<file path="src/rtl/host_wg_intake_queue.sv">
// Host intake stage of the workgroup dispatcher.
// Captures descriptors from the host valid/ack handshake, checks that the
// per-wavefront resource sizes match the totals, and queues good descriptors
// in a first-word fall-through FIFO for the inflight WG buffer. Malformed
// descriptors are acknowledged, dropped and counted.
module host_wg_intake_queue #(
    parameter int WG_ID_WIDTH      = 6,
    parameter int WF_COUNT_WIDTH   = 4,
    parameter int WAVE_ITEM_WIDTH  = 6,
    parameter int MEM_ADDR_WIDTH   = 32,
    parameter int VGPR_ID_WIDTH    = 8,
    parameter int SGPR_ID_WIDTH    = 4,
    parameter int LDS_ID_WIDTH     = 8,
    parameter int GDS_ID_WIDTH     = 14,
    parameter int QUEUE_DEPTH_LOG2 = 2
) (
    input  logic                        clk,
    input  logic                        rst,

    input  logic                        host_wg_valid,
    input  logic [WG_ID_WIDTH-1:0]      host_wg_id,
    input  logic [WF_COUNT_WIDTH-1:0]   host_num_wf,
    input  logic [WAVE_ITEM_WIDTH-1:0]  host_wf_size,
    input  logic [VGPR_ID_WIDTH:0]      host_vgpr_size_per_wf,
    input  logic [VGPR_ID_WIDTH:0]      host_vgpr_size_total,
    input  logic [SGPR_ID_WIDTH:0]      host_sgpr_size_per_wf,
    input  logic [SGPR_ID_WIDTH:0]      host_sgpr_size_total,
    input  logic [LDS_ID_WIDTH:0]       host_lds_size_total,
    input  logic [GDS_ID_WIDTH:0]       host_gds_size_total,
    input  logic [MEM_ADDR_WIDTH-1:0]   host_start_pc,
    output logic                        inflight_wg_buffer_host_rcvd_ack,

    output logic                        intake_wg_valid,
    input  logic                        intake_wg_ready,
    output logic [WG_ID_WIDTH-1:0]      intake_wg_id,
    output logic [WF_COUNT_WIDTH-1:0]   intake_num_wf,
    output logic [WAVE_ITEM_WIDTH-1:0]  intake_wf_size,
    output logic [VGPR_ID_WIDTH:0]      intake_vgpr_size_per_wf,
    output logic [VGPR_ID_WIDTH:0]      intake_vgpr_size_total,
    output logic [SGPR_ID_WIDTH:0]      intake_sgpr_size_per_wf,
    output logic [SGPR_ID_WIDTH:0]      intake_sgpr_size_total,
    output logic [LDS_ID_WIDTH:0]       intake_lds_size_total,
    output logic [GDS_ID_WIDTH:0]       intake_gds_size_total,
    output logic [MEM_ADDR_WIDTH-1:0]   intake_start_pc,
    output logic [QUEUE_DEPTH_LOG2:0]   intake_queue_count,
    output logic [7:0]                  intake_err_count
);

    localparam int DEPTH  = 1 << QUEUE_DEPTH_LOG2;
    localparam int VGPR_W = VGPR_ID_WIDTH + 1;
    localparam int SGPR_W = SGPR_ID_WIDTH + 1;
    localparam int VPROD_W = VGPR_W + WF_COUNT_WIDTH;
    localparam int SPROD_W = SGPR_W + WF_COUNT_WIDTH;

    localparam logic [QUEUE_DEPTH_LOG2:0]   CNT_FULL = (QUEUE_DEPTH_LOG2+1)'(DEPTH);
    localparam logic [QUEUE_DEPTH_LOG2:0]   CNT_ONE  = (QUEUE_DEPTH_LOG2+1)'(1);
    localparam logic [QUEUE_DEPTH_LOG2-1:0] PTR_ONE  = (QUEUE_DEPTH_LOG2)'(1);

    typedef struct packed {
        logic [WG_ID_WIDTH-1:0]     wg_id;
        logic [WF_COUNT_WIDTH-1:0]  num_wf;
        logic [WAVE_ITEM_WIDTH-1:0] wf_size;
        logic [VGPR_W-1:0]          vgpr_per_wf;
        logic [VGPR_W-1:0]          vgpr_total;
        logic [SGPR_W-1:0]          sgpr_per_wf;
        logic [SGPR_W-1:0]          sgpr_total;
        logic [LDS_ID_WIDTH:0]      lds_total;
        logic [GDS_ID_WIDTH:0]      gds_total;
        logic [MEM_ADDR_WIDTH-1:0]  start_pc;
    } desc_t;

    typedef enum logic [1:0] {
        ST_IDLE,
        ST_CHECK,
        ST_DROP
    } state_t;

    state_t                      state_q;
    desc_t                       stage_q;
    logic                        ack_q;
    desc_t                       mem_q [DEPTH];
    logic [QUEUE_DEPTH_LOG2-1:0] wr_ptr_q, rd_ptr_q;
    logic [QUEUE_DEPTH_LOG2:0]   count_q, count_d;
    logic [7:0]                  err_q;

    desc_t                       host_desc;
    desc_t                       head_out;
    logic [VPROD_W-1:0]          vgpr_prod;
    logic [SPROD_W-1:0]          sgpr_prod;
    logic                        desc_ok;
    logic                        fifo_full;
    logic                        push;
    logic                        pop;

    // Gather the host descriptor ports into one record for capture.
    always_comb begin
        host_desc             = '0;
        host_desc.wg_id       = host_wg_id;
        host_desc.num_wf      = host_num_wf;
        host_desc.wf_size     = host_wf_size;
        host_desc.vgpr_per_wf = host_vgpr_size_per_wf;
        host_desc.vgpr_total  = host_vgpr_size_total;
        host_desc.sgpr_per_wf = host_sgpr_size_per_wf;
        host_desc.sgpr_total  = host_sgpr_size_total;
        host_desc.lds_total   = host_lds_size_total;
        host_desc.gds_total   = host_gds_size_total;
        host_desc.start_pc    = host_start_pc;
    end

    // Sanity check of the staged descriptor; products are kept at full width
    // so a product that overflows the total field can never alias a match.
    always_comb begin
        vgpr_prod = {{WF_COUNT_WIDTH{1'b0}}, stage_q.vgpr_per_wf}
                  * {{VGPR_W{1'b0}}, stage_q.num_wf};
        sgpr_prod = {{WF_COUNT_WIDTH{1'b0}}, stage_q.sgpr_per_wf}
                  * {{SGPR_W{1'b0}}, stage_q.num_wf};
        desc_ok   = (stage_q.num_wf != '0)
                  && (stage_q.wf_size != '0)
                  && (vgpr_prod == {{WF_COUNT_WIDTH{1'b0}}, stage_q.vgpr_total})
                  && (sgpr_prod == {{WF_COUNT_WIDTH{1'b0}}, stage_q.sgpr_total});
    end

    assign fifo_full       = (count_q == CNT_FULL);
    assign intake_wg_valid = (count_q != '0);
    assign push            = (state_q == ST_CHECK) && desc_ok;
    assign pop             = intake_wg_valid && intake_wg_ready;

    // Host handshake FSM: capture, check for one cycle, then wait for the
    // host to release valid so a held descriptor is never taken twice.
    always_ff @(posedge clk) begin
        // NOTE: every register update uses <= so all flops sample the same
        // pre-edge values regardless of statement order.
        if (rst) begin
            state_q <= ST_IDLE;
            stage_q <= '0;
            ack_q   <= 1'b0;
        end else begin
            ack_q <= 1'b0;
            case (state_q)
                ST_IDLE: begin
                    if (host_wg_valid && !fifo_full) begin
                        stage_q <= host_desc;
                        state_q <= ST_CHECK;
                    end
                end
                ST_CHECK: begin
                    ack_q   <= 1'b1;
                    state_q <= ST_DROP;
                end
                ST_DROP: begin
                    if (!host_wg_valid) begin
                        state_q <= ST_IDLE;
                    end
                end
                default: state_q <= ST_IDLE;
            endcase
        end
    end

    // FIFO storage write port.
    always_ff @(posedge clk) begin
        // NOTE: storage is deliberately not reset; entries are only ever
        // observed through count_q, which is reset, and the head outputs are
        // forced to zero while the FIFO is empty.
        if (push) begin
            mem_q[wr_ptr_q] <= stage_q;
        end
    end

    // Occupancy next-state: a simultaneous push and pop leaves it unchanged.
    always_comb begin
        count_d = count_q;
        case ({push, pop})
            2'b10:   count_d = count_q + CNT_ONE;
            2'b01:   count_d = count_q - CNT_ONE;
            default: count_d = count_q;
        endcase
    end

    // FIFO pointers and occupancy; pointers wrap naturally modulo depth.
    always_ff @(posedge clk) begin
        if (rst) begin
            wr_ptr_q <= '0;
            rd_ptr_q <= '0;
            count_q  <= '0;
        end else begin
            if (push) begin
                wr_ptr_q <= wr_ptr_q + PTR_ONE;
            end
            if (pop) begin
                rd_ptr_q <= rd_ptr_q + PTR_ONE;
            end
            count_q <= count_d;
        end
    end

    // Saturating count of descriptors dropped by the check.
    always_ff @(posedge clk) begin
        if (rst) begin
            err_q <= '0;
        end else if ((state_q == ST_CHECK) && !desc_ok && (err_q != 8'hFF)) begin
            err_q <= err_q + 8'd1;
        end
    end

    // Head of queue, held at zero while empty.
    always_comb begin
        head_out = '0;
        if (intake_wg_valid) begin
            head_out = mem_q[rd_ptr_q];
        end
    end

    assign inflight_wg_buffer_host_rcvd_ack = ack_q;
    assign intake_wg_id            = head_out.wg_id;
    assign intake_num_wf           = head_out.num_wf;
    assign intake_wf_size          = head_out.wf_size;
    assign intake_vgpr_size_per_wf = head_out.vgpr_per_wf;
    assign intake_vgpr_size_total  = head_out.vgpr_total;
    assign intake_sgpr_size_per_wf = head_out.sgpr_per_wf;
    assign intake_sgpr_size_total  = head_out.sgpr_total;
    assign intake_lds_size_total   = head_out.lds_total;
    assign intake_gds_size_total   = head_out.gds_total;
    assign intake_start_pc         = head_out.start_pc;
    assign intake_queue_count      = count_q;
    assign intake_err_count        = err_q;

endmodule
</file>
<file path="config.mk">
export PLATFORM = sky130hd
export DESIGN_NAME = host_wg_intake_queue
export DESIGN_NICKNAME = d
export VERILOG_FILES = /design/src/rtl/host_wg_intake_queue.sv
export SDC_FILE = /design/constraint.sdc
export NUM_CORES = 1
export LEC_CHECK = 0
export CAP_MARGIN = 20
export CORE_MARGIN = 10
export CORE_UTILIZATION = 45
export CTS_BUF_LIST = sky130_fd_sc_hd__clkbuf_8
export DETAILED_ROUTE_END_ITERATION = 8
export GPL_TIMING_DRIVEN = 0
export PLACE_DENSITY = 0.66
export SLEW_MARGIN = 10
export SYNTH_ARGS = -nofsm -noshare
export SYNTH_HDL_FRONTEND = slang
export SYNTH_SLANG_ARGS = --single-unit
</file>
<file path="constraint.sdc">
create_clock -name clk -period 16.6 [get_ports clk]
set_input_delay 1.66 -clock clk [delete_from_list [all_inputs] [get_ports clk]]
set_output_delay 1.66 -clock clk [all_outputs]
set_load 0.03 [all_outputs]
</file>
==> flow_summary_export.csv, run 1 <==
group,metric,value,unit
outcome,status,"finished clean",
worst_setup_path,r2r_setup_slack,10.05,ns
cts,clk_latency,0.67,ns
cts,clkSlewWorstSetupHoldPaths,0.06,ns
route,drt_iter0_markers,782,
finish,fin_util,0.560,
cts,cts.sinks,520,
timing,worst_pin_slew,1.00,ns
cts,cts_tree,"yes",
yosys,synth.mux.area_fraction,0.110,
global_route,grt_pass1_wl,79300,µm
finish,layout.nets,1910,
worst_setup_path,worst_path_most_repeated_cell,"fa_1",
finish,final_common_cell,"edfxtp_1",
timing,hold_slack,0.486,ns
timing,period_needed,6.55,ns
finish,areaGrowthSynthToFinish,22.4,%
worst_setup_path,critPathKind,"reg -> reg",
timing,finalSetupTns,0,ns
floorplan,ios,217,
yosys,synthAdderAreaFrac,0.0406,
yosys,synth.distinct_cells,63,
finish,diodes,0,
yosys,synthArstFlopShare,0,
worst_setup_path,end_kind,"register",
timing,slew_violations,0,
cts,post_cts.repair.setup_buffers,0,
yosys,seq_area_frac_synth,0.673,
worst_setup_path,reg2reg_depth,15,
yosys,syn-mean-instance-area,14.9,µm²
timing,max_slew_margin,0.331,
global_route,gr-total-overflow,0,
placed_design,place_hpwl,35300,µm
finish,fin_cells,2424,
worst_setup_path,crit_path_start_kind,"register",
route,ant_nets,0,
timing,hold_viol,0,
placed_design,numPortBuffers,216,
cts,hold_buffers,0,
global_route,grt_use_total,0.184,
timing,finalClockSkew,0.0257,ns
worst_setup_path,slowest_stage,"dfxtp_1",
yosys,synth_nets,1598,
worst_setup_path,critical_path_required,16.93,ns
yosys,synth-xor-area-share,0.00899,
route,firstDrtPassIters,5,
yosys,synth_ff_type,"edfxtp_1",
yosys,synthCells,1437,
finish,drive_above_1_share,0.139,
worst_setup_path,cp_slowest_stage_delay,0.69,ns
cts,clockBufferDepth,3,
min_path,worstHoldStart,"stage_q[19]",
placed_design,place_inst,2271,
cts,ctsResizeCount,0,
cts,cts_max_level,3,
worst_setup_path,r2r-end,"mem_q[1][47]",
timing,rsz0062_at_grt,"no",
cts,root_buffer,"clkbuf_8",
route,viasPerCell,5.31,
route,drt-total-wl,52000,µm
timing,fmax,0.153,GHz
worst_setup_path,rr_startpoint,"stage_q[91]",
placed_design,gp_congestion,0.890,
finish,mostFrequentLayoutCells,"edfxtp_1, nand2_1, clkdlybuf4s50_1, and2_1, dfxtp_1",
min_path,hold_end,"mem_q[2][19]",
yosys,synth_compound_area_frac,0.0406,
worst_setup_path,cp_max_fo,40,
yosys,synth_area,0.0214,mm²
route,wire_per_inst,21.4,µm
worst_setup_path,arrival,6.88,ns
global_route,grt_max_degree,49,
route,drcViolationCount,0,
min_path,min_delay_path_depth,0,
yosys,synth_top_family_by_area,"multiplexers",
floorplan,start_util,0.457,
cts,cts_buffers,83,
global_route,first_global_vias,13600,
route,vias,12900,
floorplan,die-area,0.0567,mm²
floorplan,die_y,238,µm
yosys,yosys.area_share.simple,0.106,
global_route,antenna_found_initial,0,
pwr,ir_drop,0.0584,mV
timing,finalCritPeriodShare,0.395,
finish,design_area,0.0262,mm²
pwr,power_density,102,mW/mm²
timing,setup_violations,0,
yosys,ys_ff_latch,520,
placed_design,dpl_cell_area,0.0246,mm²
flow_run,drv_cap,0,
floorplan,die_w,238,µm
pwr,leakagePower,0.00901,µW
yosys,yosys_warnings,0,
min_path,hold_path_class,"reg -> reg",
worst_setup_path,cp_cell_sequence,"clkbuf_1 -> nand2_1 -> fa_1 -> inv_1 -> fa_1 -> fa_1 -> xor2_1 -> or4_1 -> or4_1 -> and4bb_1 -> nand3_2 -> nor4_4 -> and2_4 -> buf_12 -> buf_12",
yosys,synth_edf_count,400,
floorplan,coreArea,0.0469,mm²
floorplan,rows,79,
final cells by class:
type / instances / area (µm²)
multi-input cells: 804 / 6580
fillers: 3819 / 20600
clock buffers: 97 / 1340
plain buffers: 78 / 317
repair buffers: 227 / 2400
clock inverters: 56 / 297
inverters: 35 / 131
flip-flops and latches: 520 / 14400
well taps: 607 / 759
critical path, delay by kind of cell, from the launching register on:
family	cells	cell delay [ns]
AND/OR/NAND/NOR	7	2.72
adder cells (fa/ha/maj)	3	1.51
buffers and inverters	4	1.08
flip-flops	1	0.69
XOR/XNOR	1	0.18
cells in the mapped netlist (all sizes together), types with 4 or more instances:
cell type,instances,area [µm²]
xor2,13,114
o31ai,4,30.0
mux2,4,45.0
o21ai,7,35.0
or4,8,60.1
inv,35,131
nand2,246,923
buf,19,93.8
nor2,25,93.8
nand3,8,45.0
dfxtp,120,2400
a21o,5,37.5
mux2i,7,70.1
xnor2,9,78.8
nand4,4,25.0
and2,132,826
a21oi,115,576
clkbuf,59,221
ha,36,450
nor4,6,52.6
nand2b,4,25.0
mux4,100,2250
edfxtp,400,12000
nor2b,6,37.5
fa,21,420
and3,5,31.3
sequential cells by signal, summed over array words and instances (netlist names), named ones only:
| signal | flops |
|---|---|
| wr_ptr_q | 2 |
| rd_ptr_q | 2 |
| state_q | 2 |
| intake_err_count | 8 |
| inflight_wg_buffer_host_rcvd_ack | 1 |
| mem_q | 400 |
| intake_queue_count | 3 |
| stage_q | 100 |
cell families (layout without fill, tap and decap cells):
logic type | Yosys count | after routing
flops | 520 | 520
simple gates | 462 | 462
compound gates | 152 | 152
buf+inv | 113 | 493
mux | 111 | 111
fa+ha+maj | 57 | 57
xor+xnor | 22 | 22
layer usage:
layer,global-route usage,vias to the layer above,wire length [µm]
li1,-,5931,-
met1,0.235,6463,21400
met2,0.310,394,26100
met3,0.0342,77,3330
met4,0.0650,0,1130
met5,0,-,0
worst max path at each step:
stage / start / endpoint
final: stage_q[91] / mem_q[1][47]
after global routing: stage_q[91] / mem_q[1][68]
after CTS: stage_q[91] / mem_q[1][47]
after detailed placement: stage_q[91] / mem_q[1][66]
after global placement: stage_q[91] / mem_q[3][41]
after floorplan: stage_q[91] / mem_q[0][0]
metrics by stage:
stage	power, µW	worst slack, ns
floorplan	1560	9.69
global placement	1630	6.86
detailed placement	1640	9.94
CTS	2690	9.92
global route	2770	9.64
finish	2670	10.05
where the power goes:
part	switching (µW)	internal (µW)
combinational	87.2	65.8
clock	501	554
sequential	30.6	1430
total	619	2050
No activity file was read; power rests on OpenSTA's default activity.
==> inputs of run 2 (changes only) <==
clock period = 6.55 ns   (was 16.6 ns; I/O delays follow)
==> run 2 against run 1 <==
Compared with the run above: final area decreased by 0.27%; critical endpoint is now mem_q[2][43]; combinational power grew 150%; sequential power grew to 2.5 times the previous value; total power grew to 2.5 times the previous value.
==> flow_summary_export.csv, run 2 (synthesis gave the netlist of run 1 again) <==
group,metric,value,unit
outcome,status,"finished clean",
finish,fin_util,0.558,
global_route,grt_pass1_wl,78200,µm
worst_setup_path,r2r-end,"mem_q[2][43]",
cts,cts_buffers,82,
worst_setup_path,end_kind,"register",
cts,clk_latency,0.66,ns
finish,layout.nets,1909,
global_route,grt_use_total,0.182,
worst_setup_path,critPathKind,"reg -> reg",
timing,rsz0062_at_grt,"no",
route,drcViolationCount,0,
worst_setup_path,crit_end,"mem_q[2][43]",
finish,max_flop_register,"mem_q",
finish,areaGrowthSynthToFinish,22.1,%
timing,slew_violations,0,
placed_design,gp_congestion,0.833,
floorplan,die-area,0.0567,mm²
global_route,use_met2,0.309,
route,ant_nets,0,
timing,max_slew_margin,0.286,
pwr,internal_power,5140,µW
flow_run,drv_cap,0,
timing,finalClockSkew,0.0307,ns
pwr,ir_drop,0.134,mV
pwr,comb_power_share,0.057,
min_path,hold_path_class,"reg -> reg",
cts,cts_tree,"yes",
global_route,gr-total-overflow,0,
worst_setup_path,r2r_setup_slack,0.27,ns
timing,hold_viol,0,
worst_setup_path,arrival,6.60,ns
placed_design,place_inst,2269,
cts,clkSlewWorstSetupHoldPaths,0.06,ns
route,vias,12800,
route,drt_iter0_markers,910,
worst_setup_path,cp_max_fo,45,
route,firstDrtPassIters,5,
finish,drive_above_1_share,0.134,
finish,largest_register_ffs,400,
worst_setup_path,critical_path_required,6.87,ns
finish,mostFrequentLayoutCells,"edfxtp_1, nand2_1, clkdlybuf4s50_1, and2_1, dfxtp_1",
finish,fin_cells,2420,
floorplan,coreArea,0.0469,mm²
timing,worst_pin_slew,1.07,ns
worst_setup_path,reg2reg_depth,15,
min_path,min_delay_path_depth,2,
cts,cts.sinks,520,
route,drt-total-wl,51700,µm
cts,post_cts.repair.setup_buffers,0,
pwr,fin_total_pwr,6670,µW
finish,design_area,0.0262,mm²
worst_setup_path,rr_startpoint,"stage_q[92]",
route,viasPerCell,5.27,
pwr,clkPwrFrac,0.389,
placed_design,numPortBuffers,216,
pwr,p_sw_frac,0.229,
finish,diodes,0,
global_route,grt_max_degree,51,
timing,setup_violations,0,
pwr,leakagePower,0.00899,µW
finish,final_common_cell,"edfxtp_1",
cts,clockBufferDepth,3,
worst_setup_path,startpoint,"stage_q[92]",
cts,cts_max_level,3,
timing,finalCritPeriodShare,0.959,
global_route,antenna_found_initial,1,
route,wire_per_inst,21.4,µm
floorplan,die_w,238,µm
cts,root_buffer,"clkbuf_8",
global_route,top_usage_layer,"met2",
cts,ctsResizeCount,0,
global_route,grt.met3_usage,0.0394,
cts,hold_buffers,0,
pwr,power_density,255,mW/mm²
floorplan,start_util,0.457,
placed_design,dpl_cell_area,0.0246,mm²
worst_setup_path,crit_path_start_kind,"register",
pwr,netSwitchingPower,1530,µW
timing,fmax,0.159,GHz
pwr,sequentialPowerShare,0.554,
placed_design,place_hpwl,34800,µm
timing,period_needed,6.28,ns
floorplan,die_y,238,µm
global_route,grt_use_met1,0.225,
floorplan,ios,217,
global_route,first_global_vias,13300,
floorplan,rows,79,
-- run 2: worst min path at each step --
stage / start / end / slack (ns)
detailed placement: intake_err_count[6] / intake_err_count[6] / 0.48
global placement: stage_q[14] / mem_q[1][14] / 0.47
CTS: intake_err_count[6] / intake_err_count[6] / 0.49
floorplan: stage_q[0] / mem_q[0][0] / 0.46
finish: intake_err_count[6] / intake_err_count[6] / 0.49
global route: stage_q[33] / mem_q[2][33] / 0.52
-- run 2: layout make-up --
class | count | area (µm²)
inverter | 35 | 131
clock inverter | 58 | 312
multi-input combinational | 805 | 6580
buffer | 78 | 317
clock buffer | 91 | 1250
timing repair buffer | 226 | 2390
sequential | 520 | 14400
tap | 607 | 759
fill | 3838 | 20700
-- run 2: per-stage QoR --
stage | TNS [ns] | setup slack (ns) | hold slack [ns]
after detailed placement | 0 | 0.115 | 0.478
final | 0 | 0.271 | 0.489
after CTS | 0 | 0.0730 | 0.486
after global routing | 0 | 0.00648 | 0.516
after global placement | -408.13 | -1.05 | 0.470
after floorplan | 0 | 0.742 | 0.460
-- run 2: worst max-delay path: stages (launching register included) --
cell and delay [ns]:
dfxtp_1 0.63, clkbuf_1 0.42, nand2_1 0.14, fa_1 0.52
inv_1 0.05, fa_1 0.53, fa_1 0.44, xor2_1 0.18
or4_1 0.51, or4_1 0.52, and4bb_1 0.30, nand3_2 0.09
nor4_4 0.47, and2_4 0.48, buf_16 0.32, buf_12 0.28
-- run 2: power by group through the flow --
stage	Combinational (µW)	Clock (µW)	Sequential, µW
floorplan	210	0	3730
global placement	379	0	3760
detailed placement	382	0	3770
CTS	384	2670	3700
global route	418	2810	3700
finish	380	2590	3700
-- run 2: routing by layer --
layer,vias up,part of all wire
met5,-,0
met4,0,0.025
met3,85,0.063
met2,398,0.50
met1,6339,0.41
li1,5928,-
==> inputs of run 3 (changes only) <==
DONT_BUFFER_PORTS = 1   (was default)
PLACE_DENSITY = default   (was 0.66)
==> run 3 against run 2 <==
Compared with the run above: cell count shrank 8.4%; final area shrank 8.0%; combinational power shrank 21%; die area is the same; first-iteration DRC count shrank 9.3%; clock skew shrank 0.0067 ns; worst hold slack lost 0.37 ns; worst setup slack lost 0.017 ns; highest routed layer unchanged; utilization shrank 4.4 points; sequential power is essentially flat.
==> flow_summary_export.csv, run 3 (synthesis gave the netlist of run 1 again) <==
group,metric,value,unit
cts,clkSlewWorstSetupHoldPaths,0.06,ns
placed_design,dpl_cell_area,0.0225,mm²
timing,finalCritPeriodShare,0.961,
floorplan,die-area,0.0567,mm²
placed_design,place_hpwl,35100,µm
finish,areaGrowthSynthToFinish,12.4,%
floorplan,coreArea,0.0469,mm²
floorplan,start_util,0.457,
route,ant_nets,0,
finish,layout.nets,1697,
worst_setup_path,r2r_setup_slack,0.25,ns
worst_setup_path,end_kind,"register",
worst_setup_path,critical_path_required,6.87,ns
pwr,sequentialPowerShare,0.558,
worst_setup_path,cp_max_fo,47,
min_path,hold_path_class,"in -> reg",
timing,setup_violations,0,
cts,post_cts.repair.setup_buffers,0,
route,viasPerCell,5.38,
min_path,worstHoldStart,"host_vgpr_size_per_wf[3]",
cts,cts.sinks,520,
cts,cts_tree,"yes",
pwr,power_density,276,mW/mm²
cts,cts_buffers,86,
global_route,first_global_vias,12400,
cts,clk_latency,0.67,ns
global_route,grt_max_degree,49,
route,firstDrtPassIters,5,
floorplan,ios,217,
floorplan,die_y,238,µm
finish,design_area,0.0241,mm²
worst_setup_path,startpoint,"stage_q[91]",
route,drt_iter0_markers,825,
timing,worst_pin_slew,1.02,ns
worst_setup_path,r2r-end,"mem_q[3][41]",
floorplan,die_w,238,µm
worst_setup_path,crit_end,"mem_q[3][41]",
cts,ctsResizeCount,0,
timing,slew_violations,0,
pwr,p_sw_frac,0.235,
pwr,internal_power,5070,µW
flow_run,drv_cap,0,
global_route,grt_use_total,0.182,
pwr,netSwitchingPower,1560,µW
global_route,gr-total-overflow,0,
route,vias,11900,
pwr,leakagePower,0.00826,µW
worst_setup_path,critPathKind,"reg -> reg",
placed_design,gp_congestion,0.885,
worst_setup_path,reg2reg_depth,15,
timing,rsz0062_at_grt,"no",
worst_setup_path,arrival,6.61,ns
finish,final_common_cell,"edfxtp_1",
global_route,grt_pass1_wl,77700,µm
finish,drive_above_1_share,0.156,
outcome,status,"finished clean",
timing,fmax,0.159,GHz
timing,hold_viol,0,
timing,period_needed,6.30,ns
route,drcViolationCount,0,
pwr,clkPwrFrac,0.397,
finish,largest_register_ffs,400,
finish,diodes,0,
worst_setup_path,rr_startpoint,"stage_q[91]",
finish,max_flop_register,"mem_q",
finish,fin_util,0.514,
finish,mostFrequentLayoutCells,"edfxtp_1, nand2_1, and2_1, dfxtp_1, a21oi_1",
cts,cts_max_level,3,
floorplan,rows,79,
cts,root_buffer,"clkbuf_8",
route,drt-total-wl,51700,µm
global_route,antenna_found_initial,1,
pwr,comb_power_share,0.045,
timing,finalClockSkew,0.0241,ns
route,wire_per_inst,23.3,µm
cts,clockBufferDepth,3,
cts,hold_buffers,0,
timing,max_slew_margin,0.322,
worst_setup_path,crit_path_start_kind,"register",
placed_design,numPortBuffers,0,
pwr,ir_drop,0.147,mV
## run 3: changes by cell type in the layout (fill, tap and decap cells not counted), moves of 2 or more
cell,delta
clkbuf_8,+2
buf_8,+2
clkdlybuf4s50_1,-216
clkinv_2,+7
buf_12,-2
inv_1,+3
buf_16,+2
## run 3: final cells by class
cell class | instances | area (µm²)
clock buffer | 93 | 1280
multi-input combinational | 804 | 6580
inverter | 35 | 131
timing repair buffer | 11 | 258
buffer | 78 | 317
tap | 607 | 759
fill | 4001 | 22800
clock inverter | 68 | 338
sequential | 520 | 14400
## run 3: worst min path at each step
stage                   endpoint  slack [ns]  cells past startpoint
floorplan            mem_q[0][0]        0.46                      0
global placement    mem_q[3][43]        0.47                      0
detailed placement  mem_q[3][23]        0.48                      0
CTS                  stage_q[53]        0.06                      2
global route          stage_q[8]        0.08                      2
finish               stage_q[78]        0.12                      2
## run 3: layer usage
layer	GRT usage	up-vias	wire [µm]
met3	0.0468	73	3270
met1	0.226	6047	21200
met2	0.304	311	26000
li1	-	5499	-
met4	0.0658	0	1180
met5	0	-	0
## run 3: power by group through the flow
stage | Clock [µW] | Sequential (µW) | Combinational, µW
2_1_floorplan | 0 | 3730 | 210
3_3_place_gp | 0 | 3760 | 294
3_5_place_dp | 0 | 3770 | 302
4_1_cts | 2730 | 3700 | 303
5_1_grt | 2890 | 3710 | 331
6_report | 2640 | 3700 | 299
## run 3: metrics by stage
step | hold WS (ns) | std cells | power, µW | TNS (ns) | worst slack [ns]
floorplan | 0.460 | 1437 | 3940 | 0 | 0.742
global placement | 0.473 | 2044 | 4060 | -460.93 | -1.18
detailed placement | 0.484 | 2055 | 4070 | 0 | 0.265
CTS | 0.0598 | 2216 | 6730 | 0 | 0.222
global route | 0.0798 | 2216 | 6930 | 0 | 0.0587
finish | 0.121 | 2216 | 6640 | 0 | 0.254
## run 3: critical path: stages, from the launching register on
cell,delay (ns)
dfxtp_1,0.71
clkbuf_1,0.46
nand2_1,0.15
fa_1,0.55
inv_1,0.05
fa_1,0.52
fa_1,0.43
xor2_1,0.19
or4_1,0.51
or4_1,0.55
and4bb_1,0.31
nand3_2,0.09
nor4_4,0.41
and2_4,0.34
buf_16,0.29
buf_16,0.29
